`src/rtl/zero_loop_counter.sv`:
```
// Loadable down-counter that pulses done on the terminal decrement and never wraps below zero.
// Optional sticky underflow flag on the uflow port, compiled in with `define ZLC_UFLOW_EN.
module zero_loop_counter #(
    parameter int WIDTH = 8
) (
    input  logic             clk,
    input  logic             rst_n,
    input  logic             load,
    input  logic [WIDTH-1:0] load_val,
    input  logic             dec,
    output logic [WIDTH-1:0] cnt,
    output logic             Z,
    output logic             busy,
    output logic             done
`ifdef ZLC_UFLOW_EN
    ,
    output logic             uflow
`endif
);

    typedef enum logic {IDLE = 1'b0, COUNT = 1'b1} state_t;

    state_t           state, state_nxt;
    logic [WIDTH-1:0] cnt_nxt;
    logic             done_nxt;

    always_ff @(posedge clk or negedge rst_n) begin
        if (!rst_n) begin
            state <= IDLE;
            cnt   <= '0;
            done  <= 1'b0;
        end else begin
            state <= state_nxt;
            cnt   <= cnt_nxt;
            done  <= done_nxt;
        end
    end

    // load has priority over dec; dec only acts while a loop is running
    always_comb begin
        state_nxt = state;
        cnt_nxt   = cnt;
        done_nxt  = 1'b0;
        if (load) begin
            cnt_nxt   = load_val;
            state_nxt = (load_val != '0) ? COUNT : IDLE;
        end else if (dec && state == COUNT) begin
            if (cnt == WIDTH'(1)) begin
                cnt_nxt   = '0;
                state_nxt = IDLE;
                done_nxt  = 1'b1;
            end else begin
                cnt_nxt = cnt - WIDTH'(1);
            end
        end
    end

    always_comb begin
        Z    = (cnt == '0);
        busy = (state == COUNT);
    end

`ifdef ZLC_UFLOW_EN
    logic uflow_nxt;

    // sticky until the next load edge; load+dec together still clears
    always_comb begin
        uflow_nxt = uflow;
        if (load)
            uflow_nxt = 1'b0;
        else if (dec && state == IDLE)
            uflow_nxt = 1'b1;
    end

    always_ff @(posedge clk or negedge rst_n) begin
        if (!rst_n)
            uflow <= 1'b0;
        else
            uflow <= uflow_nxt;
    end
`endif

endmodule

```
`config.mk`:
```
export PLATFORM = sky130hd
export DESIGN_NAME = zero_loop_counter
export DESIGN_NICKNAME = d
export VERILOG_FILES = /design/src/rtl/zero_loop_counter.sv
export SDC_FILE = /design/constraint.sdc
export NUM_CORES = 1
export LEC_CHECK = 0
export CAP_MARGIN = 20
export CELL_PAD_IN_SITES_DETAIL_PLACEMENT = 1
export CELL_PAD_IN_SITES_GLOBAL_PLACEMENT = 2
export CORE_MARGIN = 2
export CORE_UTILIZATION = 27
export CTS_CLUSTER_DIAMETER = 200
export DETAILED_ROUTE_END_ITERATION = 16
export PLACE_DENSITY = 0.79
export REMOVE_ABC_BUFFERS = 1
export SYNTH_ARGS = -nofsm -noshare
export SYNTH_HDL_FRONTEND = slang
export SYNTH_SLANG_ARGS = --single-unit
```
`constraint.sdc`:
```
create_clock -name clk -period 3.57 [get_ports clk]
set_input_delay 0.8925 -clock clk [delete_from_list [all_inputs] [get_ports clk]]
set_output_delay 0.8925 -clock clk [all_outputs]
set_load 0.05 [all_outputs]
```
==> After elaboration in Yosys (flattened, before gate mapping) <==
Cells that the tools add are included.
{ "totals": {"output_inout_bits": 11, "rom_bits": 0, "latch_bits": 0, "wordCells": 21, "reg_bits": 10, "memories": 0, "ramBits": 0} }
{ "classes": {"add_sub_neg": 1, "eq_ne": 1, "order_cmp": 0, "reduce_logical": 6, "div_mod_pow": 0, "shifts": 0, "bitwise": 0, "muxes": 10, "multipliers": 0} }
{ "ops": {"columns": ["op", "count"], "rows": [
  ["8-bit two-way mux", 3],
  ["8-bit by 1-bit == test with 1-bit output, second input constant", 1],
  ["8-bit logical NOT", 1],
  ["8-bit nonzero test", 1],
  ["8-bit by 1-bit subtractor with 8-bit output, second input constant", 1],
  ["1-bit two-way mux", 7],
  ["2-bit nonzero test", 2],
  ["2-bit AND reduction", 1],
  ["1-bit logical AND", 1]
]} }

==> Logic depth before layout (Yosys ltp) <==
{ "depth": {"ltp_word": 4, "depth_mapped": 5, "mapped_depth_nobuf": 5} }

==> Least setup slack after synthesis <==
No wires, ideal clock.
{ "synth_path": {"kind": "register to output", "start": "register cnt[4]", "end": "output port Z", "path_buffers": 0, "stages_incl_launch_ff": 4, "required_ns": 2.678, "setup_slack_ns": 0.734, "arrival_time_ns": 1.944, "path_cell_list": "dfrtp_1 nor3_1 nand3_1 nor2_1"} }
{ "synth_between": {"elab_chain_cells": 1} }
{ "synth_lines": {"columns": ["element", "line", "source"], "rows": [
  ["start: declaration", "11", "output logic [WIDTH-1:0] cnt,"],
  ["start signal: assignment", "34", "cnt <= cnt_nxt;"],
  ["8-bit logical NOT", "59", "Z = (cnt == '0);"],
  ["end: declaration", "12", "output logic Z,"]
]} }
No other way between the ends.

==> Worst setup path after layout <==
{ "layout_path": {"start": "register cnt[6]", "end": "output port Z"} }
The elaborated chain is that of the path after synthesis.

==> impl_metrics.csv <==
group,metric,value,unit
run_status,result_of_the_run,"completed",
critical_path,worst_setup_path_startpoint,"cnt[6]$_DFFE_PN0P_",
critical_path,slowest_delay,800,ps
cts,clockBufferDepth,2,
critical_path,regToRegStartpoint,"cnt[1]$_DFFE_PN0P_",
finish,seq_area,250.2,um2
synthesis,synth.cells.most_frequent,"10 x sky130_fd_sc_hd__dfrtp_1, 6 x sky130_fd_sc_hd__nor2_1, 4 x sky130_fd_sc_hd__a211o_1, 4 x sky130_fd_sc_hd__a31oi_1, 4 x sky130_fd_sc_hd__inv_1",
floorplanning,floorplan.io_pins,23,
sta,timing.final.crit_period,2940,ps
cts,cts_root_buf,"sky130_fd_sc_hd__clkbuf_4",
drt,vias_per_cell,5.588,
place,placed_cell_area,882.1,um2
sta,fin_skew,6.212,ps
flow_run,max-cap-violations,0,
synthesis,mappedNetlistArea,645.6,um2
cts,insertion_delay,270,ps
synthesis,xor_xnor_share_of_the_synthesized_area,0,%
synthesis,synthDominantCellAreaShare,38.76,%
global_routing,gr-usage-all-layers,17.06,%
finish,instances_no_fill,119,
cts,cts_buffers,3,
floorplanning,initial_utilization,28.91,%
critical_path,critPathSlowestCell,"sky130_fd_sc_hd__clkdlybuf4s50_1",
pwr,power_per_cell_area,400.1,nW/um2
sta,postLayoutSetupSlackWorst,630.4,ps
synthesis,synthAdderAreaFrac,3.876,%
synthesis,synth.most_common_cell,"sky130_fd_sc_hd__dfrtp_1",
place,dp.cells,115,
global_routing,maximum_number_of_pins_on_one_net_before_global_route_repair,15,
sta,slew_headroom,59.11,%
finish,layout.filler_cells,267,
cts,cts_max_level,1,
place,placement.setup.worst_slack,921.8,ps
critical_path,worst_setup_path_start_kind,"register",
global_routing,number_of_global_route_vias_before_repair,668,
hold_path,hold_path_depth,2,
critical_path,cp_cell_sequence,"nor3_1 -> buf_4 -> nand3_1 -> nor2_1 -> clkdlybuf4s50_1",
sta,finalSetupViolations,0,
global_routing,grt_antenna_before_repair,0,
drt,dr_total_vias,665,
floorplanning,rows,17,
synthesis,synth_sequential_area_ratio,38.76,%
hold_path,hold_path_class,"register to register",
synthesis,synth_warnings,0,
drt,detail_route.wirelength,1.982,mm
floorplanning,die_area,2798,um2
synthesis,synth_enable_flop_cells,0,
finish,layout_stage_area_growth_over_the_synthesis_result,42.25,%
cts,post_cts.repair.setup_buffers,0,
critical_path,critPathTopFamily,"buffers and inverters",
synthesis,synth-simple-area-share,24.61,%
finish,fraction_of_final_layout_cells_sized_beyond_drive_strength_1,9.890,%
floorplanning,core,2233,um2
cts,clk_transition_reported_paths,70,ps
synthesis,post_synth_main_area_contributors,"sky130_fd_sc_hd__dfrtp_1 39%, sky130_fd_sc_hd__a211o_1 5.4%, sky130_fd_sc_hd__a31oi_1 3.9%",
cts,cts_hold_buf,0,
synthesis,async_s_r_ff_share_synth,100.0,%
critical_path,critical_path_required,2680,ps
pwr,worst_ir_drop_vdd,0.0001817,V
cts,tritoncts_clock_tree,"done",
pwr,leakagePower,0.3474,nW
finish,final_nets,106,
synthesis,ys.flop_type,"sky130_fd_sc_hd__dfrtp_1",
global_routing,grt_pass1_wl,3.312,mm
place,buffer_ports.inserted,22,
sta,grt_setup_unrepaired,"false",
synthesis,yosys_register_bits,10,
place,half_perimeter_wire_length_of_the_detailed_placement_result,1.544,mm
sta,tightest_slew,611.7,ps
finish,combined_area_of_the_multi_input_logic_cells,354.1,um2
critical_path,crit_buf_inv,2,
sta,achievable-frequency,0.3402,GHz
hold_path,hold_path.startpoint,"cnt[6]$_DFFE_PN0P_",
sta,post-route-period-util,82.34,%
critical_path,path_depth,5,
critical_path,critical_path_peak_fanout,8,
sta,final_max_slew_viol_count,0,
floorplanning,die-width,52.90,um
drt,detailedRoute.firstPassIterationCount,4,
drt,routed_wire_length_per_instance,16.66,um
finish,n_antenna_cell,0,
synthesis,post-synth-top-area-cell,"sky130_fd_sc_hd__dfrtp_1",
global_routing,grt_remaining_overflow,0,
synthesis,post_synth_num_cell_types,30,
sta,timing_hold_violations_final,0,
floorplanning,fp.dieH,52.90,um
cts,cts.repair.resized,0,
drt,ant_nets,0,
drt,drc,0,
finish,finalInstanceArea,918.4,um2
synthesis,yosys-mux-area-fraction,3.295,%
synthesis,syn_area_per_cell,9.636,um2
synthesis,synthesized_instance_count,67,
pwr,p_total,0.3674,mW
synthesis,synth_top_family_by_area,"simple AND/OR/NAND/NOR gates",
sta,tns,0,ps
critical_path,criticalPathCategory,"register to output port",
drt,drt-initial-drc-count,6,
critical_path,crit_end_element,"output port",
synthesis,synth_compound_area_share,23.06,%
critical_path,worstRegToRegCells,5,
cts,cts.sink_count,10,
place,gp_congestion,0.7362,
critical_path,worst-endpoint-arrival,2050,ps
-- registers in the layout, summed over array words and instances, names as in the netlist --
name  flops
cnt       8
busy      1
done      1
-- stage by stage --
step	hold slack [ps]	util, %
2_1_floorplan	596.9	-
3_3_place_gp	595.9	39.50
3_5_place_dp	617.9	39.50
4_1_cts	629.7	41.12
5_1_grt	665.2	41.12
6_report	632.4	41.12
-- cell usage in the layout (no fill, tap or decap), drive strengths merged --
| cell | Yosys | layout |
|---|---|---|
| clkbuf | 1 | 4 |
| dfrtp | 10 | 10 |
| ha | 2 | 2 |
| nor3 | 3 | 3 |
| mux2 | 1 | 1 |
| inv | 4 | 4 |
| nor4bb | 1 | 1 |
| o211ai | 1 | 1 |
| a211o | 4 | 4 |
| nor2 | 6 | 6 |
| o31ai | 1 | 1 |
| mux2i | 1 | 1 |
| clkdlybuf4s50 | 0 | 22 |
| nor4 | 3 | 3 |
| a221oi | 1 | 1 |
| or4b | 1 | 1 |
| a2bb2oi | 2 | 2 |
| or4 | 2 | 2 |
| buf | 2 | 1 |
| or3 | 2 | 2 |
| nand3 | 3 | 3 |
| or4bb | 1 | 1 |
| o21ai | 3 | 3 |
| a311oi | 1 | 1 |
| a31oi | 4 | 4 |
| and3 | 1 | 1 |
| a31o | 1 | 1 |
| a21oi | 3 | 3 |
| nor4b | 1 | 1 |
| nand2 | 1 | 1 |
-- per-layer routing --
layer,vias to the layer above,routed length [um],global-route usage [%]
met4,0,46,8.974
met1,327,951,23.43
met3,5,102,2.542
met5,-,0,0
met2,22,882,25.62
li1,311,-,-
-- worst paths after layout --
path | end | slack [ps]
max in group asynchronous | cnt[0]$_DFFE_PN0P_ | 2300
worst min-delay path | cnt[6]$_DFFE_PN0P_ | 630
worst max-delay path | Z | 630
min in group asynchronous | cnt[3]$_DFFE_PN0P_ | 940
worst min register to register | cnt[6]$_DFFE_PN0P_ | 630
worst max register to register | busy$_DFFE_PN0P_ | 1770
-- tightest hold or removal path, stage by stage (launching register included) --
cell	delay (ps)
sky130_fd_sc_hd__dfrtp_1	420
sky130_fd_sc_hd__o21ai_0	90
sky130_fd_sc_hd__a31oi_1	90
-- cell families after synthesis --
logic type               Yosys count
AND/OR/NAND/NOR                   25
AO/OA/AOI/OAI                     21
flip-flops                        10
buffers and inverters              7
multiplexers                       2
adder cells (fa/ha/maj)            2
-- final cells by class --
cell class                 count  share of cell area [%]
clock buffer                   4                   3.951
inverter                       4                   1.635
multi-input combinational     50                   38.56
sequential                    10                   27.25
tap                           28                   3.815
timing repair buffer          23                   24.80
-- report_power, final --
part	internal, mW	total [mW]	switching (mW)	leakage, nW
clock	0.0620	0.105	0.0430	0.0210
combinational	0.0477	0.119	0.0710	0.212
sequential	0.124	0.144	0.0200	0.115
Note: power is estimated with default switching activity, not from simulation.
